--- config.mk ---
export PLATFORM = sky130hd
export DESIGN_NAME = fpu_issue_ctrl
export DESIGN_NICKNAME = d
export VERILOG_FILES = /design/src/rtl/fpu_issue_ctrl.sv
export SDC_FILE = /design/constraint.sdc
export NUM_CORES = 1
export LEC_CHECK = 0
export CAP_MARGIN = 5
export CORE_UTILIZATION = 30
export CTS_BUF_LIST = sky130_fd_sc_hd__clkbuf_2 sky130_fd_sc_hd__clkbuf_4 sky130_fd_sc_hd__clkbuf_8
export DETAILED_ROUTE_END_ITERATION = 16
export SLEW_MARGIN = 20
export SYNTH_ARGS = -nofsm -noshare
export SYNTH_HDL_FRONTEND = slang
export SYNTH_SLANG_ARGS = --single-unit
--- constraint.sdc ---
create_clock -name clk -period 2.31 [get_ports clk]
set_input_delay 0.462 -clock clk [delete_from_list [all_inputs] [get_ports clk]]
set_output_delay 0.462 -clock clk [all_outputs]
set_load 0.02 [all_outputs]
--- src/rtl/fpu_issue_ctrl.sv ---
// ---------------------------------------------------------------------------
// fpu_issue_ctrl
// Multi-cycle sequencer for the FPU. Accepts an F-type instruction from the
// decode stage, launches the FPU, stalls the integer pipeline for an
// operation-dependent latency, and then issues a one-cycle write-back strobe
// carrying the captured destination register.
//
// Optional feature: define FPU_PERF_CNT_EN to add the performance counters
// o_perf_busy_cycles (BUSY cycles) and o_perf_ops (completed write-backs).
//
// Ports:
//   clk, rst_n          clock (rising edge), async active-low reset
//   i_issue_valid       decode stage holds a valid instruction
//   i_float_ctrl        decoder flag: instruction is F-type
//   i_funct5            FP operation select (instr[31:27])
//   i_rd                destination register of the instruction
//   i_flush             pipeline flush, kills an in-flight op
//   o_issue_ready       controller can accept an F-type instruction (comb)
//   o_fpu_start         one-cycle launch pulse to the FPU
//   o_fpu_op            latched op: 00 add, 01 sub, 10 mul, 11 div
//   o_fpu_abort         one-cycle pulse when flush kills a BUSY op
//   o_stall             freeze PC and IF/ID stage
//   o_wb_en             one-cycle FP result write-back strobe
//   o_wb_rd             destination register qualified by o_wb_en
//   o_illegal_op        one-cycle pulse, one cycle after an unsupported funct5
//   o_dbg_state         FSM state (0 IDLE, 1 BUSY, 2 WB) for checkers
//
// Handshake: an instruction is transferred on a rising edge where
// i_issue_valid & i_float_ctrl & o_issue_ready are all high, funct5 is legal
// and i_flush is low. Valid is not required to be held once ready is low;
// attempts while BUSY are simply ignored because decode is stalled.
// ---------------------------------------------------------------------------
module fpu_issue_ctrl #(
  parameter int ADD_LAT = 3,
  parameter int MUL_LAT = 4,
  parameter int DIV_LAT = 12,
  parameter int CNT_W   = 4
) (
  input  logic        clk,
  input  logic        rst_n,
  input  logic        i_issue_valid,
  input  logic        i_float_ctrl,
  input  logic [4:0]  i_funct5,
  input  logic [4:0]  i_rd,
  input  logic        i_flush,
  output logic        o_issue_ready,
  output logic        o_fpu_start,
  output logic [1:0]  o_fpu_op,
  output logic        o_fpu_abort,
  output logic        o_stall,
  output logic        o_wb_en,
  output logic [4:0]  o_wb_rd,
  output logic        o_illegal_op,
`ifdef FPU_PERF_CNT_EN
  output logic [31:0] o_perf_busy_cycles,
  output logic [15:0] o_perf_ops,
`endif
  output logic [1:0]  o_dbg_state
);

  typedef enum logic [1:0] {
    S_IDLE = 2'd0,
    S_BUSY = 2'd1,
    S_WB   = 2'd2
  } state_t;

  state_t           r_state;
  logic [CNT_W-1:0] r_cnt;
  logic [1:0]       r_fpu_op;
  logic [4:0]       r_wb_rd;
  logic             r_fpu_start;
  logic             r_fpu_abort;
  logic             r_stall;
  logic             r_wb_en;
  logic             r_illegal;

  logic             w_ftype;
  logic             w_legal;
  logic             w_accept;
  logic             w_illegal;
  logic [CNT_W-1:0] w_lat;

  // Legal funct5 values are 00000..00011; the low two bits are the op code.
  assign w_ftype   = i_issue_valid & i_float_ctrl;
  assign w_legal   = ~|i_funct5[4:2];
  assign w_accept  = w_ftype & w_legal & o_issue_ready & ~i_flush;
  assign w_illegal = w_ftype & ~w_legal & o_issue_ready;

  always_comb begin
    w_lat = CNT_W'(ADD_LAT);
    case (i_funct5[1:0])
      2'b10:   w_lat = CNT_W'(MUL_LAT);
      2'b11:   w_lat = CNT_W'(DIV_LAT);
      default: w_lat = CNT_W'(ADD_LAT);
    endcase
  end

  always_ff @(posedge clk or negedge rst_n) begin
    if (!rst_n) begin
      r_state     <= S_IDLE;
      r_cnt       <= '0;
      r_fpu_op    <= 2'b00;
      r_wb_rd     <= 5'd0;
      r_fpu_start <= 1'b0;
      r_fpu_abort <= 1'b0;
      r_stall     <= 1'b0;
      r_wb_en     <= 1'b0;
      r_illegal   <= 1'b0;
    end else begin
      r_fpu_start <= 1'b0;
      r_fpu_abort <= 1'b0;
      r_wb_en     <= 1'b0;
      r_illegal   <= w_illegal;
      case (r_state)
        S_BUSY: begin
          if (i_flush) begin
            r_state     <= S_IDLE;
            r_cnt       <= '0;
            r_fpu_abort <= 1'b1;
            r_stall     <= 1'b0;
          end else if (r_cnt == CNT_W'(1)) begin
            r_state <= S_WB;
            r_cnt   <= '0;
            r_wb_en <= 1'b1;
            r_stall <= 1'b0;
          end else begin
            r_cnt   <= r_cnt - CNT_W'(1);
            r_stall <= 1'b1;
          end
        end
        default: begin
          // IDLE and WB both accept; a WB-cycle accept gives back-to-back issue.
          if (w_accept) begin
            r_state     <= S_BUSY;
            r_cnt       <= w_lat;
            r_fpu_op    <= i_funct5[1:0];
            r_wb_rd     <= i_rd;
            r_fpu_start <= 1'b1;
            r_stall     <= 1'b1;
          end else begin
            r_state <= S_IDLE;
            r_stall <= 1'b0;
          end
        end
      endcase
    end
  end

`ifdef FPU_PERF_CNT_EN
  logic [31:0] r_perf_busy;
  logic [15:0] r_perf_ops;

  always_ff @(posedge clk or negedge rst_n) begin
    if (!rst_n) begin
      r_perf_busy <= 32'd0;
      r_perf_ops  <= 16'd0;
    end else begin
      if (r_state == S_BUSY) r_perf_busy <= r_perf_busy + 32'd1;
      if (r_wb_en)           r_perf_ops  <= r_perf_ops + 16'd1;
    end
  end

  assign o_perf_busy_cycles = r_perf_busy;
  assign o_perf_ops         = r_perf_ops;
`endif

  assign o_issue_ready = (r_state != S_BUSY);
  assign o_fpu_start   = r_fpu_start;
  assign o_fpu_op      = r_fpu_op;
  assign o_fpu_abort   = r_fpu_abort;
  assign o_stall       = r_stall;
  assign o_wb_en       = r_wb_en;
  assign o_wb_rd       = r_wb_rd;
  assign o_illegal_op  = r_illegal;
  assign o_dbg_state   = r_state;

endmodule

==> run metrics, run 1 <==
die width 53.2 um; detailed placer's ending HPWL 1170 um; hold slack 0.518 ns; largest net degree at the start of global routing 19; biggest area consumer among synthesized cells dfrtp_1; Yosys reg bits 18; Setup WS post-layout 0.193 ns; placed insts 121; Synth Cell Area 787 sq um; # IOs 30; Total Nets Final 113; number of global-route vias before repair roughly 600; worst r2r dst r_cnt[2]$_DFFE_PN0P_; Hold Crit Depth 1; Max-slew headroom 47.8%; Tot Pwr 0.839 mW; Remaining DRCs 0; cell family with most CP delay simple AND/OR/NAND/NOR gates; Num CTS Buffers 3; share of the synthesized area in the top cell type 57.2%; yosys synthesis warning count 0; Seq. cell area 450 sq um; GP Congestion 0.748; total negative slack 0 ns; post-synthesis sequential area ratio around 57%; RSZ-0062 raised after global routing no; PostCTS Resize Cnt 0; drt pass-1 iters 4; Clk Latency, worst-skew pair ~0.29 ns; # diodes 0; Unique masters post-synth 25; async set or reset register ratio after synthesis 100%; CTS tree built; Critical Path Max Stage Delay 0.50 ns; Placed Area 1130 sq um; Syn Inst Count 60; HP Start o_wb_rd[4]$_DFFE_PN0P_; antenna violations before repair 0; fin crit share roughly 92%; syn nets 77; Avg WL per Cell 12.2 um; Final Setup Violations 0; critical path class input port to register; multi-input logic area between 300 and 400 sq um; Final Instance Area 1170 sq um; Leak Pwr 0.501 nW; CP Buf/Inv Count 1; critical-path cell list clkdlybuf4s50_1, or3_4, or3_1, nor2_8, mux2_2; number of hold buffers added after CTS 0; Filler cells 245; worst r2r src r_cnt[1]$_DFFE_PN0P_; final cell count without fillers about 130; Die Area roughly 2800 sq um; final core utilization between 40% and 50%; area growth from synthesis to layout 48.5%; CP arrival about 2.3 ns; total gr overflow 0; setup slack, reg-to-reg 0.66 ns; H-Tree Depth 1; Hold Crit Class register to register; Core ar. 2480 sq um; fin. max-slew vios 0; Clock Skews 0.00137 ns; gr usage total 12.9%; worst-case reg-to-reg path depth 6; Place WS -0.138 ns; fin crit period 2.12 ns; clk buf depth 2; Worst-Margin Slew 0.781 ns; remaining antenna violation count 0; total detailed-routing wirelength 1520 um; CP Max Fanout 9; slowest stage cell, crit path or3_1; origin of the worst setup path i_funct5[3]; pwr dens approximately 700 nW/um^2; Vias/cell 4.85; share of cells above drive strength 1 21.1%; CP Capture Type register; Max Fclk between 0.4 and 0.5 GHz; EDFF count, synth 0; Worst-path clk slew 0.10 ns; via count 606; Hold Path End o_wb_rd[4]$_DFFE_PN0P_; Post-CTS Setup Inserts 0; Max VDD drop 0.392 mV; final hold violation count 0; crit path launch type input port; CP required 2.50 ns; Port Buf Inserts 29; Avg Cell Area, Syn 13.1 sq um; Sink Count 18; Die Ht approximately 53 um; Starting DRT DRC Count 7; ranking of synthesized cells by area dfrtp_1, mux2_2, nor3b_1; max-cap violations 0; ys flop type dfrtp_1; Root Buffer clkbuf_4; Initial Utilization 31.8%; outcome finished clean; FP Rows 18; first-pass GRT wire length 2550 um
cells in the final DEF, fill, tap and decap left out, types with 2 or more instances in the layout:
| cell type | netlist | final |
|---|---|---|
| or3_1 | 3 | 3 |
| a21oi_1 | 3 | 3 |
| mux2_2 | 7 | 7 |
| clkdlybuf4s50_1 | 0 | 29 |
| ha_1 | 2 | 2 |
| inv_1 | 2 | 2 |
| o21ai_0 | 3 | 3 |
| clkbuf_4 | 0 | 3 |
| dfrtp_1 | 18 | 18 |
| buf_4 | 0 | 5 |
| nor3b_1 | 5 | 5 |
cells in the mapped netlist (2+ instances only):
master / number
dfrtp_1: 18
mux2_2: 7
nor3b_1: 5
a21oi_1: 3
o21ai_0: 3
or3_1: 3
ha_1: 2
inv_1: 2
worst register-to-register path: cells and delay by family (launching register included):
kind	cells	cell delay (ns)
DFF	1	0.42
adders and majority gates	1	0.13
and+or+nand+nor	2	0.52
AOI/OAI and AO/OA	2	0.39
buffers and inverters	1	0.09
cells by family after synthesis:
kind of cell | count (synthesis) | synth area share [%]
AOI/OAI and AO/OA | 11 | 9.22
adders and majority gates | 2 | 3.18
buffers and inverters | 6 | 3.97
DFF | 18 | 57.2
muxes | 7 | 10.0
and+or+nand+nor | 16 | 16.4
final cells by class:
cell class	count	share of cell area, %
Inverter	3	0.964
Clock buffer	4	3.10
Timing Repair Buffer	34	28.1
Sequential cell	18	38.5
Multi-Input combinational cell	36	26.1
Tap cell	30	3.21
state kept, by name, summed over array words and instances (netlist names):
signal        cells
o_wb_rd           5
r_cnt             4
o_dbg_state       2
o_fpu_op          2
o_fpu_abort       1
o_fpu_start       1
o_illegal_op      1
o_stall           1
o_wb_en           1
how the worst max path moves through the flow:
stage / to / slack, ns / cells past startpoint
after CTS: o_wb_rd[2]$_DFFE_PN0P_ / 0.19 / 5
after floorplan: o_fpu_op[0]$_DFFE_PN0P_ / 0.38 / 5
after global placement: o_wb_rd[3]$_DFFE_PN0P_ / -0.11 / 5
after detailed placement: o_wb_rd[2]$_DFFE_PN0P_ / -0.14 / 5
after global routing: o_wb_rd[3]$_DFFE_PN0P_ / 0.14 / 5
final: o_wb_rd[2]$_DFFE_PN0P_ / 0.19 / 5
power breakdown:
part,switching [mW],total (mW),internal [mW]
clock,0.0989,0.195,0.0960
sequential,0.0444,0.410,0.365
combinational,0.0980,0.235,0.137
total,0.241,0.839,0.598
routing by layer:
layer	GRT usage (%)	vias up	part of all wire [%]
met5	0	-	0
met2	20.4	20	48
li1	-	290	-
met4	6.58	0	1.2
met1	16.4	294	46
met3	2.59	2	4.7
Note: power is estimated with default switching activity, not from simulation.
==> inputs of run 2 (changes only) <==
--- a/config.mk
+++ b/config.mk
@@ -5,7 +5,6 @@
 export SDC_FILE = /design/constraint.sdc
 export NUM_CORES = 1
 export LEC_CHECK = 0
-export CAP_MARGIN = 5
 export CORE_UTILIZATION = 30
 export CTS_BUF_LIST = sky130_fd_sc_hd__clkbuf_2 sky130_fd_sc_hd__clkbuf_4 sky130_fd_sc_hd__clkbuf_8
 export DETAILED_ROUTE_END_ITERATION = 16
==> results of run 2 <==
Same layout as run 1: the final DEF is identical, and so are final timing and power.
